===== src/rtl/cernbe_bridge_pkg.sv =====
// Shared definitions for the Wishbone to CERN-BE register bank bridge.
// Contents:
//   state_t   - bridge FSM states
//   SEL_FULL  - byte-select pattern required for a write (banks have no byte enables)
//   cnt_width - width of a counter able to hold the value TIMEOUT
package cernbe_bridge_pkg;

    typedef enum logic [2:0] {
        IDLE,
        ISSUE,
        WAIT,
        RESP,
        DRAIN
    } state_t;

    localparam logic [3:0] SEL_FULL = 4'hF;

    function automatic int cnt_width(input int timeout);
        return (timeout < 2) ? 1 : $clog2(timeout + 1);
    endfunction

endpackage


===== src/rtl/cernbe_timeout_cnt.sv =====
// Wait-cycle counter for the bridge.
// It is cleared synchronously and counts up while enabled, then holds at TIMEOUT.
// Ports:
//   clk, rst_n - clock and synchronous active-low reset
//   clr        - force the count to zero (takes priority over en)
//   en         - count one more wait cycle
//   expired    - the count has reached TIMEOUT
module cernbe_timeout_cnt
    import cernbe_bridge_pkg::*;
#(
    parameter int TIMEOUT = 255
) (
    input  logic clk,
    input  logic rst_n,
    input  logic clr,
    input  logic en,
    output logic expired
);

    localparam int W = cnt_width(TIMEOUT);
    localparam logic [W-1:0] LIMIT = W'(TIMEOUT);

    logic [W-1:0] cnt;

    always_ff @(posedge clk) begin
        if (!rst_n) begin
            cnt <= '0;
        end else if (clr) begin
            cnt <= '0;
        end else if (en && (cnt != LIMIT)) begin
            cnt <= cnt + W'(1);
        end
    end

    assign expired = (cnt == LIMIT);

endmodule


===== src/rtl/wb_to_cernbe_bridge.sv =====
// Bridge from a Wishbone pipelined slave port to the CERN-BE register bank bus.
// The bridge handles one transaction at a time.
// Each accepted access becomes a single RdMem or WrMem strobe.
// The bridge then waits for the matching Done and answers with one wb_ack_o or wb_err_o pulse.
// Ports:
//   clk, rst_n          - clock and synchronous active-low reset
//   wb_cyc_i, wb_stb_i  - Wishbone cycle and strobe
//   wb_we_i             - 1 = write
//   wb_adr_i            - byte address; bits [1:0] are ignored
//   wb_sel_i            - byte selects; a write needs all four
//   wb_dat_i / wb_dat_o - write data in / read data out (wb_dat_o is nonzero only with ack)
//   wb_ack_o, wb_err_o  - one-cycle response pulses
//   wb_stall_o          - high while a request cannot be accepted
//   be_addr_o           - word address to the bank
//   be_wr_data_o        - write data to the bank
//   be_rd_mem_o, be_wr_mem_o   - one-cycle read and write strobes
//   be_rd_data_i        - bank read data, valid with be_rd_done_i
//   be_rd_done_i, be_wr_done_i - bank completion flags
module wb_to_cernbe_bridge
    import cernbe_bridge_pkg::*;
#(
    parameter int ADDR_WIDTH = 16,
    parameter int TIMEOUT    = 255
) (
    input  logic                  clk,
    input  logic                  rst_n,
    input  logic                  wb_cyc_i,
    input  logic                  wb_stb_i,
    input  logic                  wb_we_i,
    input  logic [ADDR_WIDTH-1:0] wb_adr_i,
    input  logic [3:0]            wb_sel_i,
    input  logic [31:0]           wb_dat_i,
    output logic [31:0]           wb_dat_o,
    output logic                  wb_ack_o,
    output logic                  wb_err_o,
    output logic                  wb_stall_o,
    output logic [ADDR_WIDTH-3:0] be_addr_o,
    output logic [31:0]           be_wr_data_o,
    output logic                  be_rd_mem_o,
    output logic                  be_wr_mem_o,
    input  logic [31:0]           be_rd_data_i,
    input  logic                  be_rd_done_i,
    input  logic                  be_wr_done_i
);

    state_t state;
    logic   we_q;
    logic   accept;
    logic   done;
    logic   cnt_clr;
    logic   cnt_en;
    logic   cnt_expired;
    logic   unused_adr_lsb;

    // The bank is word addressed, so the byte lane bits carry no information.
    assign unused_adr_lsb = ^wb_adr_i[1:0];

    assign accept = wb_cyc_i & wb_stb_i & ~wb_stall_o;

    // Only the Done that matches the direction of the current access counts.
    assign done = we_q ? be_wr_done_i : be_rd_done_i;

    // The count starts at zero in the first WAIT/DRAIN cycle.
    // It stops once Done arrives or the limit is reached.
    assign cnt_clr = (state == ISSUE);
    assign cnt_en  = ((state == WAIT) || (state == DRAIN)) && !done && !cnt_expired;

    cernbe_timeout_cnt #(
        .TIMEOUT (TIMEOUT)
    ) u_timeout_cnt (
        .clk     (clk),
        .rst_n   (rst_n),
        .clr     (cnt_clr),
        .en      (cnt_en),
        .expired (cnt_expired)
    );

    always_ff @(posedge clk) begin
        if (!rst_n) begin
            state        <= IDLE;
            we_q         <= 1'b0;
            wb_stall_o   <= 1'b1;
            wb_ack_o     <= 1'b0;
            wb_err_o     <= 1'b0;
            wb_dat_o     <= '0;
            be_rd_mem_o  <= 1'b0;
            be_wr_mem_o  <= 1'b0;
            be_addr_o    <= '0;
            be_wr_data_o <= '0;
        end else begin
            // Pulse outputs default low; wb_dat_o is only nonzero alongside ack.
            wb_ack_o    <= 1'b0;
            wb_err_o    <= 1'b0;
            wb_dat_o    <= '0;
            be_rd_mem_o <= 1'b0;
            be_wr_mem_o <= 1'b0;

            case (state)
                IDLE: begin
                    wb_stall_o <= 1'b0;
                    if (accept) begin
                        be_addr_o    <= wb_adr_i[ADDR_WIDTH-1:2];
                        be_wr_data_o <= wb_dat_i;
                        we_q         <= wb_we_i;
                        wb_stall_o   <= 1'b1;
                        // A partial write cannot be expressed on the bank bus.
                        // Reject it without touching the bank.
                        if (wb_we_i && (wb_sel_i != SEL_FULL)) begin
                            wb_err_o <= 1'b1;
                            state    <= RESP;
                        end else begin
                            be_rd_mem_o <= ~wb_we_i;
                            be_wr_mem_o <= wb_we_i;
                            state       <= ISSUE;
                        end
                    end
                end

                ISSUE: begin
                    state <= wb_cyc_i ? WAIT : DRAIN;
                end

                WAIT: begin
                    if (!wb_cyc_i) begin
                        // The master has gone away.
                        // If the bank is already finishing, return to IDLE at once.
                        if (done || cnt_expired) begin
                            wb_stall_o <= 1'b0;
                            state      <= IDLE;
                        end else begin
                            state <= DRAIN;
                        end
                    end else if (done) begin
                        wb_ack_o <= 1'b1;
                        if (!we_q) begin
                            wb_dat_o <= be_rd_data_i;
                        end
                        state <= RESP;
                    end else if (cnt_expired) begin
                        wb_err_o <= 1'b1;
                        state    <= RESP;
                    end
                end

                RESP: begin
                    wb_stall_o <= 1'b0;
                    state      <= IDLE;
                end

                DRAIN: begin
                    // Let the bank finish the aborted access before taking new work.
                    if (done || cnt_expired) begin
                        wb_stall_o <= 1'b0;
                        state      <= IDLE;
                    end
                end

                default: begin
                    state <= IDLE;
                end
            endcase
        end
    end

endmodule


===== config.mk =====
export PLATFORM = sky130hd
export DESIGN_NAME = wb_to_cernbe_bridge
export DESIGN_NICKNAME = d
export VERILOG_FILES = /design/src/rtl/cernbe_bridge_pkg.sv /design/src/rtl/cernbe_timeout_cnt.sv /design/src/rtl/wb_to_cernbe_bridge.sv
export SDC_FILE = /design/constraint.sdc
export NUM_CORES = 1
export LEC_CHECK = 0
export CAP_MARGIN = 40
export CORE_AREA = 2 2 101 103
export DETAILED_ROUTE_END_ITERATION = 10
export DIE_AREA = 0 0 103 105
export PLACE_DENSITY = 0.75
export SLEW_MARGIN = 20
export SYNTH_ARGS = -nofsm -noshare
export SYNTH_HDL_FRONTEND = slang
export SYNTH_HIERARCHICAL = 1
export SYNTH_SLANG_ARGS = --single-unit

===== constraint.sdc =====
create_clock -name clk -period 2.32 [get_ports clk]
set_input_delay 0.464 -clock clk [delete_from_list [all_inputs] [get_ports clk]]
set_output_delay 0.464 -clock clk [all_outputs]
set_load 0.01 [all_outputs]

==> run summary <==
The flow ran to the end, and the final reports show no timing, DRC or antenna violations. The post-placement cell area came out at 5280 um^2. The final worst slack was 155 ps. The share of synthesized area occupied by flip-flops and latches was 0.561; the vertical extent of the die was 105 um. The path category of the worst min-delay check was register to register. The final cycle utilization of the critical path works out to 0.933. The most used flip-flop cell after synthesis is sky130_fd_sc_hd__dfxtp_1.

The tools report the count of max-cap constraint violations as 0. The stage delay of the slowest cell on the critical path was 390 ps. Synthesis produced 382 cells. The run gives 3390 um^2 as the post-synthesis cell area.

STA classifies the critical path startpoint as a register. For the required time at the endpoint of the critical path, the log shows 2560 ps. The commonest non-fill, non-tap cell in the layout was sky130_fd_sc_hd__clkdlybuf4s50_1.

The HPWL after detailed placement is 6800 um. Number of hold buffers added after CTS: 0. Timing would allow up to 462 MHz. The post-layout utilization of the core was 0.567. On the critical path, the stage with the largest delay is an instance of sky130_fd_sc_hd__a2111oi_2. Summing all multi-input logic gate instances after layout gives 1360 um^2. The number of pins with negative max-slew slack in the final report came out at 0. The logs give 0 for the residual antenna-violating net count after detailed routing and 474 for the number of nets produced by synthesis. The tools report the data arrival time of the worst path as 2400 ps. In this run the static leakage power is 1.96 nW. The tools report the total I/O pin count as 174.

For the clock group share of total power, the log shows 0.296. The tools report the relative slew slack as 0.678. Global-route total usage across every layer: 0.165. Area taken by flip-flops and latches: 1900 um^2. The critical path contains buffers and inverters numbering 0 combined. TritonCTS built the clock tree. The logs give 0.352 for the effective utilization at floorplan and 38 for the maximum number of pins on one net before global-route repair.

In the layout the commonest cells are 171 x sky130_fd_sc_hd__clkdlybuf4s50_1, 103 x sky130_fd_sc_hd__nand2_1, 95 x sky130_fd_sc_hd__dfxtp_1, 55 x sky130_fd_sc_hd__a21oi_1, 33 x sky130_fd_sc_hd__and2_1. The category of the critical setup timing path was register to register. The run gives 0 as the number of remaining DRC errors. The clock period could shrink to 2170 ps. Dividing the detail-routed wire length by the instance count gives 13.1 um. At the end of the flow, the number of nets in the layout was 648. The row count was 36. Maximum level of the CTS H-tree: 3. The clock reaches the later pin of the worst-skew pair after 350 ps.

Switching share of power: 0.267. In this run the critical register-to-register path is captured at u_timeout_cnt/cnt[5]. The number of clock sinks is 95, and the average size of a mapped cell is 8.88 um^2. Counting instances, the worst hold path has a depth of 2.

The maximum resistive drop on vdd is 0.381 mV. The path depth of the worst reg2reg path works out to 8. The logs give 150 ps for the register-to-register setup slack and 0 for the total grt overflow.

Tracing the worst setup path back leads to its startpoint at u_timeout_cnt/cnt[0]. The share of the synthesized area in the top cell type works out to 0.561. The cell class contributing the biggest share of worst-path delay is simple AND/OR/NAND/NOR gates. The number of unique standard cell types used by synthesis was 47; the initial antenna violation count was 0. Detailed-router iteration count before antenna repair: 4. The maximum fanout along the worst path is 5. Summed over all nets, the switching power comes to 0.881 mW. The combinational fraction of design power came out at 0.173. The tools report the root buffer cell as sky130_fd_sc_hd__clkbuf_8. The logs give 0 for the count of endpoints failing hold in the final timing report and 893 for the number of filler instances in the final layout. Internal power summed over all cells: 2.42 mW.

The sequential group share of total power was 0.531; the number of antenna cells inserted was 0. For the final database, setup skew stands at 8.21 ps. In this run, CTS created clock tree buffers numbering 9. The synthesized design spends more area on one cell type than any other, namely sky130_fd_sc_hd__dfxtp_1.

The startpoint identified for the worst hold timing path is be_addr_o[6]. The final setup violation count came out at 0. The core outline area is 9640 um^2, and the overall routed net length is 9060 um.

The signal on the critical path passes through ha_1 -> and3_1 -> and2_1 -> nand2b_1 -> nor3_4 -> nand4_1 -> a2111oi_2 -> nor3_1. With fillers left out, the area of the finished cells amounts to 5470 um^2. Fraction of layout cells with a size suffix above 1: 0.0713. STA classifies the critical path endpoint as a register.

In the post-synthesis netlist, the biggest area contributors are sky130_fd_sc_hd__dfxtp_1 56%, sky130_fd_sc_hd__nand2_1 11%, sky130_fd_sc_hd__a21oi_1 8.1%. Clock-pin slew was measured on the worst setup and hold paths at 90 ps. Maximum buffer depth of the clock tree: 2. The number of enable-type register cells in the synthesized netlist works out to 0. Dividing the detail-routed via count by the number of cells gives 4.62. The number of global-route vias before repair was 3,096; the total of flip-flops plus latches after synthesis was 95. Relative to the synthesized area, the layout overhead comes to 61.2%. Hold is met by 457 ps.

The startpoint of the most critical register-to-register path was u_timeout_cnt/cnt[0]. The routed layout has 3,207 vias. The minimum setup slack after placement is -133 ps. In this run the power density over the cells is 603 nW/um^2.

The tools report the synthesis warning total as 6. The final estimated routing congestion in global placement was 0.865. The die is 103 um wide. At the pin with the least slew margin, the transition time is 482 ps. The tools report the global-route wire length before repair as 14,200 um. The worst hold path endpoint is be_addr_o[6]. The number of input and output port buffers inserted was 171. Die footprint: 10,800 um^2. Setup repair after global routing left no endpoint under its margin. The async set-reset flop share out of synthesis works out to 0. For the first-iteration detailed-routing DRC count, the log shows 158.
worst reg2reg max path, delay by kind of cell, from the launching register on:
| kind | cells | cell delay [ps] |
|---|---|---|
| AOI/OAI and AO/OA | 1 | 390 |
| and+or+nand+nor | 6 | 1080 |
| adders and majority gates | 1 | 220 |
| DFF | 1 | 350 |
stage by stage:
step	total power, mW	setup TNS, ps	cells
2_1_floorplan	2.04	0	382
3_3_place_gp	2.34	-137	677
3_5_place_dp	2.35	-338	677
4_1_cts	3.34	0	693
5_1_grt	3.46	0	694
6_report	3.30	0	694
metal layers:
layer	up-vias	track usage	wire length, um
li1	1603	-	-
met5	-	0	0
met2	153	0.272	4330
met3	15	0.0629	907
met1	1436	0.187	3640
met4	0	0.0695	182
worst max-delay path by stage:
stage	slack [ps]	end	depth (start not counted)
after floorplan	100	u_timeout_cnt/cnt[6]	8
after global placement	-80	u_timeout_cnt/cnt[6]	7
after detailed placement	-130	u_timeout_cnt/cnt[5]	7
after CTS	20	u_timeout_cnt/cnt[5]	8
after global routing	50	u_timeout_cnt/cnt[5]	8
final	150	u_timeout_cnt/cnt[5]	8
cells in the mapped netlist (2+ instances only):
library cell and count:
sky130_fd_sc_hd__a21oi_1 55, sky130_fd_sc_hd__and2_1 33, sky130_fd_sc_hd__and3_1 2, sky130_fd_sc_hd__and4_1 2, sky130_fd_sc_hd__buf_2 11, sky130_fd_sc_hd__buf_4 2
sky130_fd_sc_hd__buf_6 2, sky130_fd_sc_hd__clkbuf_1 5, sky130_fd_sc_hd__clkbuf_2 3, sky130_fd_sc_hd__dfxtp_1 95, sky130_fd_sc_hd__inv_1 8, sky130_fd_sc_hd__mux2i_1 3
sky130_fd_sc_hd__nand2_1 103, sky130_fd_sc_hd__nand2b_1 5, sky130_fd_sc_hd__nand3_1 4, sky130_fd_sc_hd__nand4_1 4, sky130_fd_sc_hd__nor2_1 5, sky130_fd_sc_hd__nor3_1 8
sky130_fd_sc_hd__nor4b_1 2, sky130_fd_sc_hd__o21ai_0 3
flip-flops by register name (all words and copies together) (netlist names):
name / flops
be_rd_mem_o: 1
wb_stall_o: 1
wb_ack_o: 1
be_addr_o: 14
be_wr_mem_o: 1
wb_dat_o: 32
state: 3
wb_err_o: 1
u_timeout_cnt/cnt: 8
we_q: 1
be_wr_data_o: 32
power by group through the flow:
stage	Clock [mW]	Combinational, mW	Sequential (mW)
final	0.975	0.570	1.75
after global placement	0	0.556	1.79
after global routing	1.08	0.624	1.76
after floorplan	0	0.248	1.79
after detailed placement	0	0.565	1.79
after CTS	1.02	0.568	1.75
cells by family (layout without fill, tap and decap cells):
group | Yosys count | count (layout) | share of synthesized area
buffers and inverters | 32 | 211 | 0.0472
AND/OR/NAND/NOR | 178 | 178 | 0.256
flip-flops | 95 | 95 | 0.561
multiplexers | 3 | 3 | 0.00885
adder cells (fa/ha/maj) | 1 | 1 | 0.00369
XOR/XNOR | 1 | 1 | 0.00258
AO/OA/AOI/OAI | 72 | 72 | 0.121
what timing repair did:
item / CTS / global route
setup buffers: 0 / 1
setup endpoints to repair: 0 / 4
resized for setup: 0 / 3
area by class of cell:
| cell class | instances | area share |
|---|---|---|
| clock buffer | 10 | 0.0233 |
| clock inverter | 6 | 0.00846 |
| sequential | 95 | 0.348 |
| inverter | 9 | 0.00618 |
| timing repair buffer | 186 | 0.336 |
| tap | 133 | 0.0304 |
| multi-input combinational | 255 | 0.248 |
No activity file was read; power rests on OpenSTA's default activity.
